===== src/rtl/vector_lane_engine_pkg.sv =====
// -----------------------------------------------------------------------------
// vector_lane_engine_pkg
// Shared constants for the vector lane engine: element/vector geometry,
// operation codes, FSM state encoding, lane-count limits and a length clamp
// helper. Imported by the interface, the lane ALU and the engine top.
// -----------------------------------------------------------------------------
package vector_lane_engine_pkg;

  // Vector geometry
  localparam int LEN              = 32;  // element width in bits
  localparam int VECTOR_SIZE      = 8;   // elements per vector register
  localparam int ENTRY_INDEX_SIZE = 3;   // log2(VECTOR_SIZE)
  localparam int LW               = ENTRY_INDEX_SIZE + 1;  // width of vl

  // Lane-count sanity limits; the engine clamps its parameter into this range
  localparam int LANE_SIZE_DEFAULT = 2;
  localparam int LANE_SIZE_MIN     = 1;
  localparam int LANE_SIZE_MAX     = VECTOR_SIZE;

  // Operation codes; any code not listed here behaves as OP_ADD
  localparam logic [3:0] OP_ADD    = 4'd0;
  localparam logic [3:0] OP_SUB    = 4'd1;
  localparam logic [3:0] OP_AND    = 4'd2;
  localparam logic [3:0] OP_OR     = 4'd3;
  localparam logic [3:0] OP_XOR    = 4'd4;
  localparam logic [3:0] OP_MINU   = 4'd5;
  localparam logic [3:0] OP_MAXU   = 4'd6;
  localparam logic [3:0] OP_MIN    = 4'd7;
  localparam logic [3:0] OP_MAX    = 4'd8;
  localparam logic [3:0] OP_REDSUM = 4'd9;

  // Engine FSM states
  typedef enum logic [1:0] {
    ST_IDLE = 2'd0,
    ST_RUN  = 2'd1,
    ST_DONE = 2'd2
  } state_e;

  // vl values above VECTOR_SIZE are treated as VECTOR_SIZE
  function automatic logic [LW-1:0] clamp_length(input logic [LW-1:0] len);
    if (len > LW'(VECTOR_SIZE)) begin
      return LW'(VECTOR_SIZE);
    end
    return len;
  endfunction

endpackage


===== src/rtl/vector_lane_engine_if.sv =====
// -----------------------------------------------------------------------------
// vector_lane_engine_if
// Issue and result bundle between the vector issue stage (master) and the
// vector lane engine (slave).
//
// Handshakes:
//   issue : an instruction transfers on a rising edge where start=1 and
//           ready=1; all operand fields are sampled on that edge only.
//   result: result is stable while result_valid=1 and transfers on a rising
//           edge where result_valid=1 and result_ack=1.
//
// Signals: start, ready, length, op, use_scalar, scalar, vs1, vs2, vd_old,
//          mask, mask_en (issue side); result, result_valid, result_ack
//          (result side).
// -----------------------------------------------------------------------------
interface vector_lane_engine_if;
  import vector_lane_engine_pkg::*;

  logic                        start;
  logic                        ready;
  logic [LW-1:0]               length;
  logic [3:0]                  op;
  logic                        use_scalar;
  logic [LEN-1:0]              scalar;
  logic [VECTOR_SIZE*LEN-1:0]  vs1;
  logic [VECTOR_SIZE*LEN-1:0]  vs2;
  logic [VECTOR_SIZE*LEN-1:0]  vd_old;
  logic [VECTOR_SIZE-1:0]      mask;
  logic                        mask_en;
  logic [VECTOR_SIZE*LEN-1:0]  result;
  logic                        result_valid;
  logic                        result_ack;

  modport master (
    output start, length, op, use_scalar, scalar, vs1, vs2, vd_old,
           mask, mask_en, result_ack,
    input  ready, result, result_valid
  );

  modport slave (
    input  start, length, op, use_scalar, scalar, vs1, vs2, vd_old,
           mask, mask_en, result_ack,
    output ready, result, result_valid
  );

endinterface


===== src/rtl/vector_lane_alu.sv =====
// -----------------------------------------------------------------------------
// vector_lane_alu
// One purely combinational lane of the vector engine.
//
// Ports:
//   vs2_elem  in  LEN  vs2 element handled by this lane
//   op1       in  LEN  second operand (scalar or vs1 element, chosen upstream)
//   op        in  4    operation code
//   active    in  1    lane is in range and not masked off
//   value     out LEN  element result f(vs2_elem, op1)
//   red       out LEN  contribution to the sum reduction (0 when inactive)
// -----------------------------------------------------------------------------
module vector_lane_alu
  import vector_lane_engine_pkg::*;
(
  input  logic [LEN-1:0] vs2_elem,
  input  logic [LEN-1:0] op1,
  input  logic [3:0]     op,
  input  logic           active,
  output logic [LEN-1:0] value,
  output logic [LEN-1:0] red
);

  always_comb begin
    value = vs2_elem + op1;
    case (op)
      OP_ADD:    value = vs2_elem + op1;
      OP_SUB:    value = vs2_elem - op1;
      OP_AND:    value = vs2_elem & op1;
      OP_OR:     value = vs2_elem | op1;
      OP_XOR:    value = vs2_elem ^ op1;
      OP_MINU:   value = (vs2_elem < op1) ? vs2_elem : op1;
      OP_MAXU:   value = (vs2_elem > op1) ? vs2_elem : op1;
      OP_MIN:    value = ($signed(vs2_elem) < $signed(op1)) ? vs2_elem : op1;
      OP_MAX:    value = ($signed(vs2_elem) > $signed(op1)) ? vs2_elem : op1;
      // The reduction never writes elements back; pass vs2 through.
      OP_REDSUM: value = vs2_elem;
      default:   value = vs2_elem + op1;
    endcase
  end

  assign red = active ? vs2_elem : '0;

endmodule


===== src/rtl/vector_lane_engine.sv =====
// -----------------------------------------------------------------------------
// vector_lane_engine
// Multi-lane vector execution unit. Accepts one instruction in IDLE, walks the
// vector LANE_SIZE elements per cycle in RUN, then presents the full
// destination vector in DONE until it is acknowledged. Masked-off and tail
// elements keep vd_old; REDSUM folds active vs2 elements into an accumulator
// seeded with the scalar and writes the sum to element 0.
//
// Ports:
//   clk        in   clock, rising edge
//   rst        in   asynchronous active-low reset
//   bus        slave modport of vector_lane_engine_if (issue + result)
//   dbg_state  out  current FSM state
// -----------------------------------------------------------------------------
module vector_lane_engine
  import vector_lane_engine_pkg::*;
#(
  parameter int LANE_SIZE = LANE_SIZE_DEFAULT
) (
  input  logic                 clk,
  input  logic                 rst,
  vector_lane_engine_if.slave  bus,
  output state_e               dbg_state
);

  localparam int LANES = (LANE_SIZE < LANE_SIZE_MIN) ? LANE_SIZE_MIN :
                         (LANE_SIZE > LANE_SIZE_MAX) ? LANE_SIZE_MAX : LANE_SIZE;
  // Wide enough for next + lane index and next + LANES without wrapping
  localparam int IW = ENTRY_INDEX_SIZE + 2;
  localparam int VW = VECTOR_SIZE * LEN;

  state_e          state_q, state_d;
  logic [IW-1:0]   next_q, next_d;
  logic [LEN-1:0]  acc_q, acc_d;
  logic [VW-1:0]   result_q, result_d;
  logic [LW-1:0]   len_q, len_d;
  logic [3:0]      op_q, op_d;
  logic            use_scalar_q, use_scalar_d;
  logic            mask_en_q, mask_en_d;
  logic [LEN-1:0]  scalar_q, scalar_d;
  logic [VW-1:0]   vs1_q, vs1_d;
  logic [VW-1:0]   vs2_q, vs2_d;
  logic [VECTOR_SIZE-1:0] mask_q, mask_d;

  logic [IW-1:0]   lane_elem     [LANES];
  logic            lane_in_range [LANES];
  logic            lane_active   [LANES];
  logic [LEN-1:0]  lane_vs2      [LANES];
  logic [LEN-1:0]  lane_op1      [LANES];
  logic [LEN-1:0]  lane_value    [LANES];
  logic [LEN-1:0]  lane_red      [LANES];

  // Route element next+j to lane j. Lanes past the vector end see zeros and
  // are never in range, so they contribute nothing.
  always_comb begin
    logic elem_mask;
    for (int j = 0; j < LANES; j++) begin
      elem_mask        = 1'b0;
      lane_elem[j]     = next_q + IW'(j);
      lane_in_range[j] = lane_elem[j] < IW'(len_q);
      lane_vs2[j]      = '0;
      lane_op1[j]      = scalar_q;
      for (int i = 0; i < VECTOR_SIZE; i++) begin
        if (lane_elem[j] == IW'(i)) begin
          lane_vs2[j] = vs2_q[i*LEN +: LEN];
          if (!use_scalar_q) begin
            lane_op1[j] = vs1_q[i*LEN +: LEN];
          end
          elem_mask = mask_q[i];
        end
      end
      lane_active[j] = lane_in_range[j] && (!mask_en_q || elem_mask);
    end
  end

  for (genvar j = 0; j < LANES; j++) begin : g_lane
    vector_lane_alu u_alu (
      .vs2_elem (lane_vs2[j]),
      .op1      (lane_op1[j]),
      .op       (op_q),
      .active   (lane_active[j]),
      .value    (lane_value[j]),
      .red      (lane_red[j])
    );
  end

  always_comb begin
    logic [LEN-1:0] red_sum;
    state_d      = state_q;
    next_d       = next_q;
    acc_d        = acc_q;
    result_d     = result_q;
    len_d        = len_q;
    op_d         = op_q;
    use_scalar_d = use_scalar_q;
    mask_en_d    = mask_en_q;
    scalar_d     = scalar_q;
    vs1_d        = vs1_q;
    vs2_d        = vs2_q;
    mask_d       = mask_q;
    red_sum      = acc_q;

    case (state_q)
      ST_IDLE: begin
        if (bus.start) begin
          len_d        = clamp_length(bus.length);
          op_d         = bus.op;
          use_scalar_d = bus.use_scalar;
          mask_en_d    = bus.mask_en;
          scalar_d     = bus.scalar;
          vs1_d        = bus.vs1;
          vs2_d        = bus.vs2;
          mask_d       = bus.mask;
          next_d       = '0;
          acc_d        = bus.scalar;
          // Start from vd_old so masked and tail elements need no extra work
          result_d     = bus.vd_old;
          if (bus.length == '0) begin
            state_d = ST_DONE;
            if (bus.op == OP_REDSUM) begin
              result_d[0 +: LEN] = bus.scalar;
            end
          end else begin
            state_d = ST_RUN;
          end
        end
      end

      ST_RUN: begin
        for (int j = 0; j < LANES; j++) begin
          red_sum = red_sum + lane_red[j];
        end
        if (op_q == OP_REDSUM) begin
          acc_d = red_sum;
        end else begin
          for (int j = 0; j < LANES; j++) begin
            for (int i = 0; i < VECTOR_SIZE; i++) begin
              if (lane_active[j] && (lane_elem[j] == IW'(i))) begin
                result_d[i*LEN +: LEN] = lane_value[j];
              end
            end
          end
        end
        if ((next_q + IW'(LANES)) >= IW'(len_q)) begin
          state_d = ST_DONE;
          if (op_q == OP_REDSUM) begin
            result_d[0 +: LEN] = red_sum;
          end
        end else begin
          next_d = next_q + IW'(LANES);
        end
      end

      ST_DONE: begin
        // start is ignored here; only the acknowledge moves us on
        if (bus.result_ack) begin
          state_d = ST_IDLE;
        end
      end

      default: state_d = ST_IDLE;
    endcase
  end

  always_ff @(posedge clk or negedge rst) begin
    if (!rst) begin
      state_q      <= ST_IDLE;
      next_q       <= '0;
      acc_q        <= '0;
      result_q     <= '0;
      len_q        <= '0;
      op_q         <= OP_ADD;
      use_scalar_q <= 1'b0;
      mask_en_q    <= 1'b0;
      scalar_q     <= '0;
      vs1_q        <= '0;
      vs2_q        <= '0;
      mask_q       <= '0;
    end else begin
      state_q      <= state_d;
      next_q       <= next_d;
      acc_q        <= acc_d;
      result_q     <= result_d;
      len_q        <= len_d;
      op_q         <= op_d;
      use_scalar_q <= use_scalar_d;
      mask_en_q    <= mask_en_d;
      scalar_q     <= scalar_d;
      vs1_q        <= vs1_d;
      vs2_q        <= vs2_d;
      mask_q       <= mask_d;
    end
  end

  assign bus.ready        = (state_q == ST_IDLE);
  assign bus.result_valid = (state_q == ST_DONE);
  assign bus.result       = result_q;
  assign dbg_state        = state_q;

endmodule


===== src/flat_wrapper.sv =====
// flat-port wrapper written by rule: the top's interface ports become plain ports
module vector_lane_engine_flat import vector_lane_engine_pkg::*;
#(
  parameter int LANE_SIZE = LANE_SIZE_DEFAULT
)
  (clk, rst, dbg_state, bus_start, bus_length, bus_op, bus_use_scalar, bus_scalar, bus_vs1, bus_vs2, bus_vd_old, bus_mask, bus_mask_en, bus_result_ack, bus_ready, bus_result, bus_result_valid);
  vector_lane_engine_if bus_i ();
  input  logic clk;
  input  logic rst;
  output state_e dbg_state;
  input wire logic [$bits(bus_i.start)-1:0] bus_start;
  input wire logic [$bits(bus_i.length)-1:0] bus_length;
  input wire logic [$bits(bus_i.op)-1:0] bus_op;
  input wire logic [$bits(bus_i.use_scalar)-1:0] bus_use_scalar;
  input wire logic [$bits(bus_i.scalar)-1:0] bus_scalar;
  input wire logic [$bits(bus_i.vs1)-1:0] bus_vs1;
  input wire logic [$bits(bus_i.vs2)-1:0] bus_vs2;
  input wire logic [$bits(bus_i.vd_old)-1:0] bus_vd_old;
  input wire logic [$bits(bus_i.mask)-1:0] bus_mask;
  input wire logic [$bits(bus_i.mask_en)-1:0] bus_mask_en;
  input wire logic [$bits(bus_i.result_ack)-1:0] bus_result_ack;
  output wire logic [$bits(bus_i.ready)-1:0] bus_ready;
  output wire logic [$bits(bus_i.result)-1:0] bus_result;
  output wire logic [$bits(bus_i.result_valid)-1:0] bus_result_valid;
  assign bus_i.start = bus_start;
  assign bus_i.length = bus_length;
  assign bus_i.op = bus_op;
  assign bus_i.use_scalar = bus_use_scalar;
  assign bus_i.scalar = bus_scalar;
  assign bus_i.vs1 = bus_vs1;
  assign bus_i.vs2 = bus_vs2;
  assign bus_i.vd_old = bus_vd_old;
  assign bus_i.mask = bus_mask;
  assign bus_i.mask_en = bus_mask_en;
  assign bus_i.result_ack = bus_result_ack;
  assign bus_ready = bus_i.ready;
  assign bus_result = bus_i.result;
  assign bus_result_valid = bus_i.result_valid;
  vector_lane_engine #(.LANE_SIZE(LANE_SIZE)) u_core (.clk(clk), .rst(rst), .bus(bus_i), .dbg_state(dbg_state));
endmodule

===== config.mk =====
export PLATFORM = sky130hd
export DESIGN_NAME = vector_lane_engine_flat
export DESIGN_NICKNAME = d
export VERILOG_FILES = /design/src/rtl/vector_lane_engine_pkg.sv /design/src/rtl/vector_lane_engine_if.sv /design/src/rtl/vector_lane_alu.sv /design/src/rtl/vector_lane_engine.sv /design/src/flat_wrapper.sv
export SDC_FILE = /design/constraint.sdc
export NUM_CORES = 2
export LEC_CHECK = 0
export BUFFER_PORTS_ARGS = -buffer_cell sky130_fd_sc_hd__buf_2
export CAP_MARGIN = 20
export CORE_MARGIN = 3
export CORE_UTILIZATION = 25
export DETAILED_ROUTE_END_ITERATION = 8
export PLACE_DENSITY = 0.48
export SLEW_MARGIN = 10
export SYNTH_ARGS = -nofsm -noshare
export SYNTH_HDL_FRONTEND = slang
export SYNTH_SLANG_ARGS = --single-unit

===== constraint.sdc =====
create_clock -name clk -period 19.11 [get_ports clk]
set_clock_uncertainty 0.1 [all_clocks]
set_input_delay 0.9555 -clock clk [delete_from_list [all_inputs] [get_ports clk]]
set_output_delay 0.9555 -clock clk [all_outputs]
set_load 0.01 [all_outputs]

==> key figures <==
Floorplan
  – Initial Util: 0.252
  – Die Area: approximately 0.22 mm²
  – I/O pins: around 1100
  – # rows: 168
  – Die Wd: approximately 470 µm
  – Placeable Area: between 0.2 and 0.25 mm²
  – Die H: between 400 and 500 µm

Timing
  – RSZ-0062 raised after global routing: no
  – Fmax achieved: roughly 0.10 GHz
  – Worst setup margin: roughly 9600 ps
  – Period utilisation layout: 0.500
  – Slew of the pin with the lowest slew margin: between 1000 and 1500 ps
  – Final TNS setup: 0 ps
  – Finish-stage setup viols: 0
  – Fin crit period: about 9600 ps
  – Max-Slew Margin vs Limit: 0.187
  – Final Hold Vio Count: 0
  – Final Max Tran Viols: 0

Synth
  – Count leader, synth: nand2_1
  – Largest cells by area after synthesis: dfrtp_1 (41%), nand2_1 (15%), ha_1 (5.5%)
  – Asr flop ratio synth: 1.00
  – Synth top area share: 0.405
  – EDFF count, synth: 0
  – Top cells by count, synth: nand2_1 (2069), dfrtp_1 (856), a21oi_1 (501)
  – Yosys cell types: 92
  – Number of synthesis warnings: 0
  – Sequential area share after synthesis: 0.405
  – Post-Syn Nets: approximately 7700
  – Yosys reg bits: approximately 860
  – Yosys top cell by area: dfrtp_1
  – Syn Inst Count: between 6000 and 7000
  – Mapped Area: around 0.053 mm²
  – Synth Flop Type: dfrtp_1
  – Syn avg cell area: between 8 and 9 µm²

Setup path
  – Worst R2R Start: u_core.next_q[1]
  – CP Launch Type: register
  – Crit path max fanout: 80
  – Setup crit end kind: register
  – Worst Path Required: between 15000 and 20000 ps
  – Register-to-Register Path Depth: 21
  – Worst path cell trace: or4_1, nor2_4, buf_4, a211oi_1, a21oi_1, nor2_1, a21oi_1, inv_1, ha_1, inv_1, o21ai_0, a2111oi_1, a211oi_2, o21a_1, xnor2_1, a22o_1, nor2_1, buf_4, o221ai_1, nand2_1, a31oi_1
  – Worst Path Arrival: 10150 ps
  – Worst path max stage delay: around 940 ps
  – Delay-heaviest family, CP: compound AO/OA/AOI/OAI gates
  – Slowest cell on crit path: a21oi_1
  – Critical Path Start: u_core.next_q[1]
  – Crit Path Class: reg2reg
  – Critical Path Stages: 21
  – CP bufs+invs: 4

Routing
  – WL/cell: between 30 and 40 µm
  – Violation count after the first detailed-route iteration: about 5300
  – Via count: around 55000
  – Final wirelength: between 300000 and 400000 µm
  – ANT nets after route: 0
  – DRC viols: 0
  – Drt pass-1 iters: 6
  – Vias per Instance: approximately 5.3

Clock tree
  – Clock slew at reported path FFs: roughly 60 ps
  – Clock sink total: 856
  – Worst skew pair latency: approximately 800 ps
  – Resize count post-CTS: 0
  – Hold buffer count at cts: 0
  – Clock buffer depth: 3
  – TritonCTS clock tree: built
  – H-tree levels: 3
  – TritonCTS Buffers: approximately 100
  – Postcts setup bufs: 0
  – Clock Root Buffer: clkbuf_16

Global routing
  – Vias in the first global route: 52894
  – Pin count of the biggest net entering global routing: 181
  – Overall Global Routing Usage: 0.282
  – Initial antenna violation count: 130
  – First-pass GRT wire length: between 400000 and 500000 µm
  – Aggregate global routing overflow: 0

Hold path
  – Hold Path Class: in2async

Place
  – Placement Setup Slack: approximately 9800 ps
  – # port buffers: 1081
  – Placed wire-length estimate: 252000 µm
  – Final RePlAce weighted congestion: between 0.9 and 1

Cells and area
  – Nets: roughly 8600
  – Share of cells above drive strength 1: 0.209
  – Layout Utilization: 0.312
  – Area growth syn-to-layout: 24.0%

Run
  – Max_cap viols: 0

Outcome
  – Status: completed
## state kept, by name (all words and copies together), names as in the netlist, 4 cells and up
name	cells
u_core.scalar_q	32
u_core.vs2_q	256
u_core.bus.result	256
u_core.acc_q	32
u_core.next_q	4
u_core.vs1_q	256
u_core.mask_q	8
u_core.op_q	4
u_core.len_q	4
## area by class of cell
type	count	area [µm²]
Inverter	294	1110
Antenna cell	64	160
Tap cell	2805	3510
Clock buffer	153	3110
Sequential cell	856	21400
Multi-Input combinational cell	4993	29100
Clock inverter	41	581
Fill cell	22861	144000
Timing Repair Buffer	1231	6620
## cells in the final DEF, fill, tap and decap left out, drive strengths merged, types with 64 or more instances in the layout
| cell type | n |
|---|---|
| o22ai | 113 |
| o21ai | 257 |
| buf | 1230 |
| nor2 | 468 |
| diode | 64 |
| a211oi | 124 |
| inv | 297 |
| mux2i | 112 |
| ha | 231 |
| a21oi | 501 |
| clkbuf | 154 |
| nand2 | 2069 |
| a31oi | 79 |
| dfrtp | 856 |
## layer usage
metal | wire (µm) | part of all wire | vias to the layer above | GRT usage
met5 | 614 | 0.0019 | - | 0
met4 | 15300 | 0.048 | 88 | 0.132
met3 | 24800 | 0.078 | 546 | 0.0656
met2 | 142000 | 0.45 | 2503 | 0.435
met1 | 136000 | 0.43 | 27377 | 0.372
li1 | - | - | 24379 | -
## worst register-to-register path, cell delays in order (launching register included)
cell and delay [ps]:
dfrtp_4 710, or4_1 910, nor2_4 550, buf_4 720, a211oi_1 140, a21oi_1 150, nor2_1 50, a21oi_1 940
inv_1 120, ha_1 450, inv_1 170, o21ai_0 220, a2111oi_1 740, a211oi_2 280, o21a_1 470, xnor2_1 500
a22o_1 930, nor2_1 180, buf_4 250, o221ai_1 480, nand2_1 180, a31oi_1 220
## path summary, 6_finish.rpt
path,endpoint,slack [ps]
max in group asynchronous,u_core.vs1_q[11],15830
min in group clk,u_core.vs1_q[134],240
setup reg to reg,u_core.bus.result[145],9550
hold reg to reg,u_core.vs2_q[12],370
setup / recovery,u_core.bus.result[145],9550
hold / removal,u_core.vs2_q[249],80
## per-stage QoR
| stage | std cells | hold WS (ps) | area (µm²) |
|---|---|---|---|
| 2_1_floorplan | 6586 | 338 | 52900 |
| 3_3_place_gp | 10172 | 350 | 61700 |
| 3_5_place_dp | 10176 | 356 | 61700 |
| 4_1_cts | 10370 | 79.4 | 65400 |
| 5_1_grt | 10416 | 105 | 65500 |
| 6_report | 10437 | 75.4 | 65600 |
## kinds of logic after synthesis
| group | count (synthesis) | share of synthesized area |
|---|---|---|
| AO/OA/AOI/OAI | 1561 | 0.191 |
| XOR/XNOR | 55 | 0.00911 |
| adder cells (fa/ha/maj) | 267 | 0.0683 |
| buffers and inverters | 737 | 0.0529 |
| flip-flops | 856 | 0.405 |
| multiplexers | 191 | 0.0487 |
| AND/OR/NAND/NOR | 2919 | 0.225 |
Power is not shown: default switching activity piles up to over one toggle a cycle in this logic, so the estimate is an artifact.
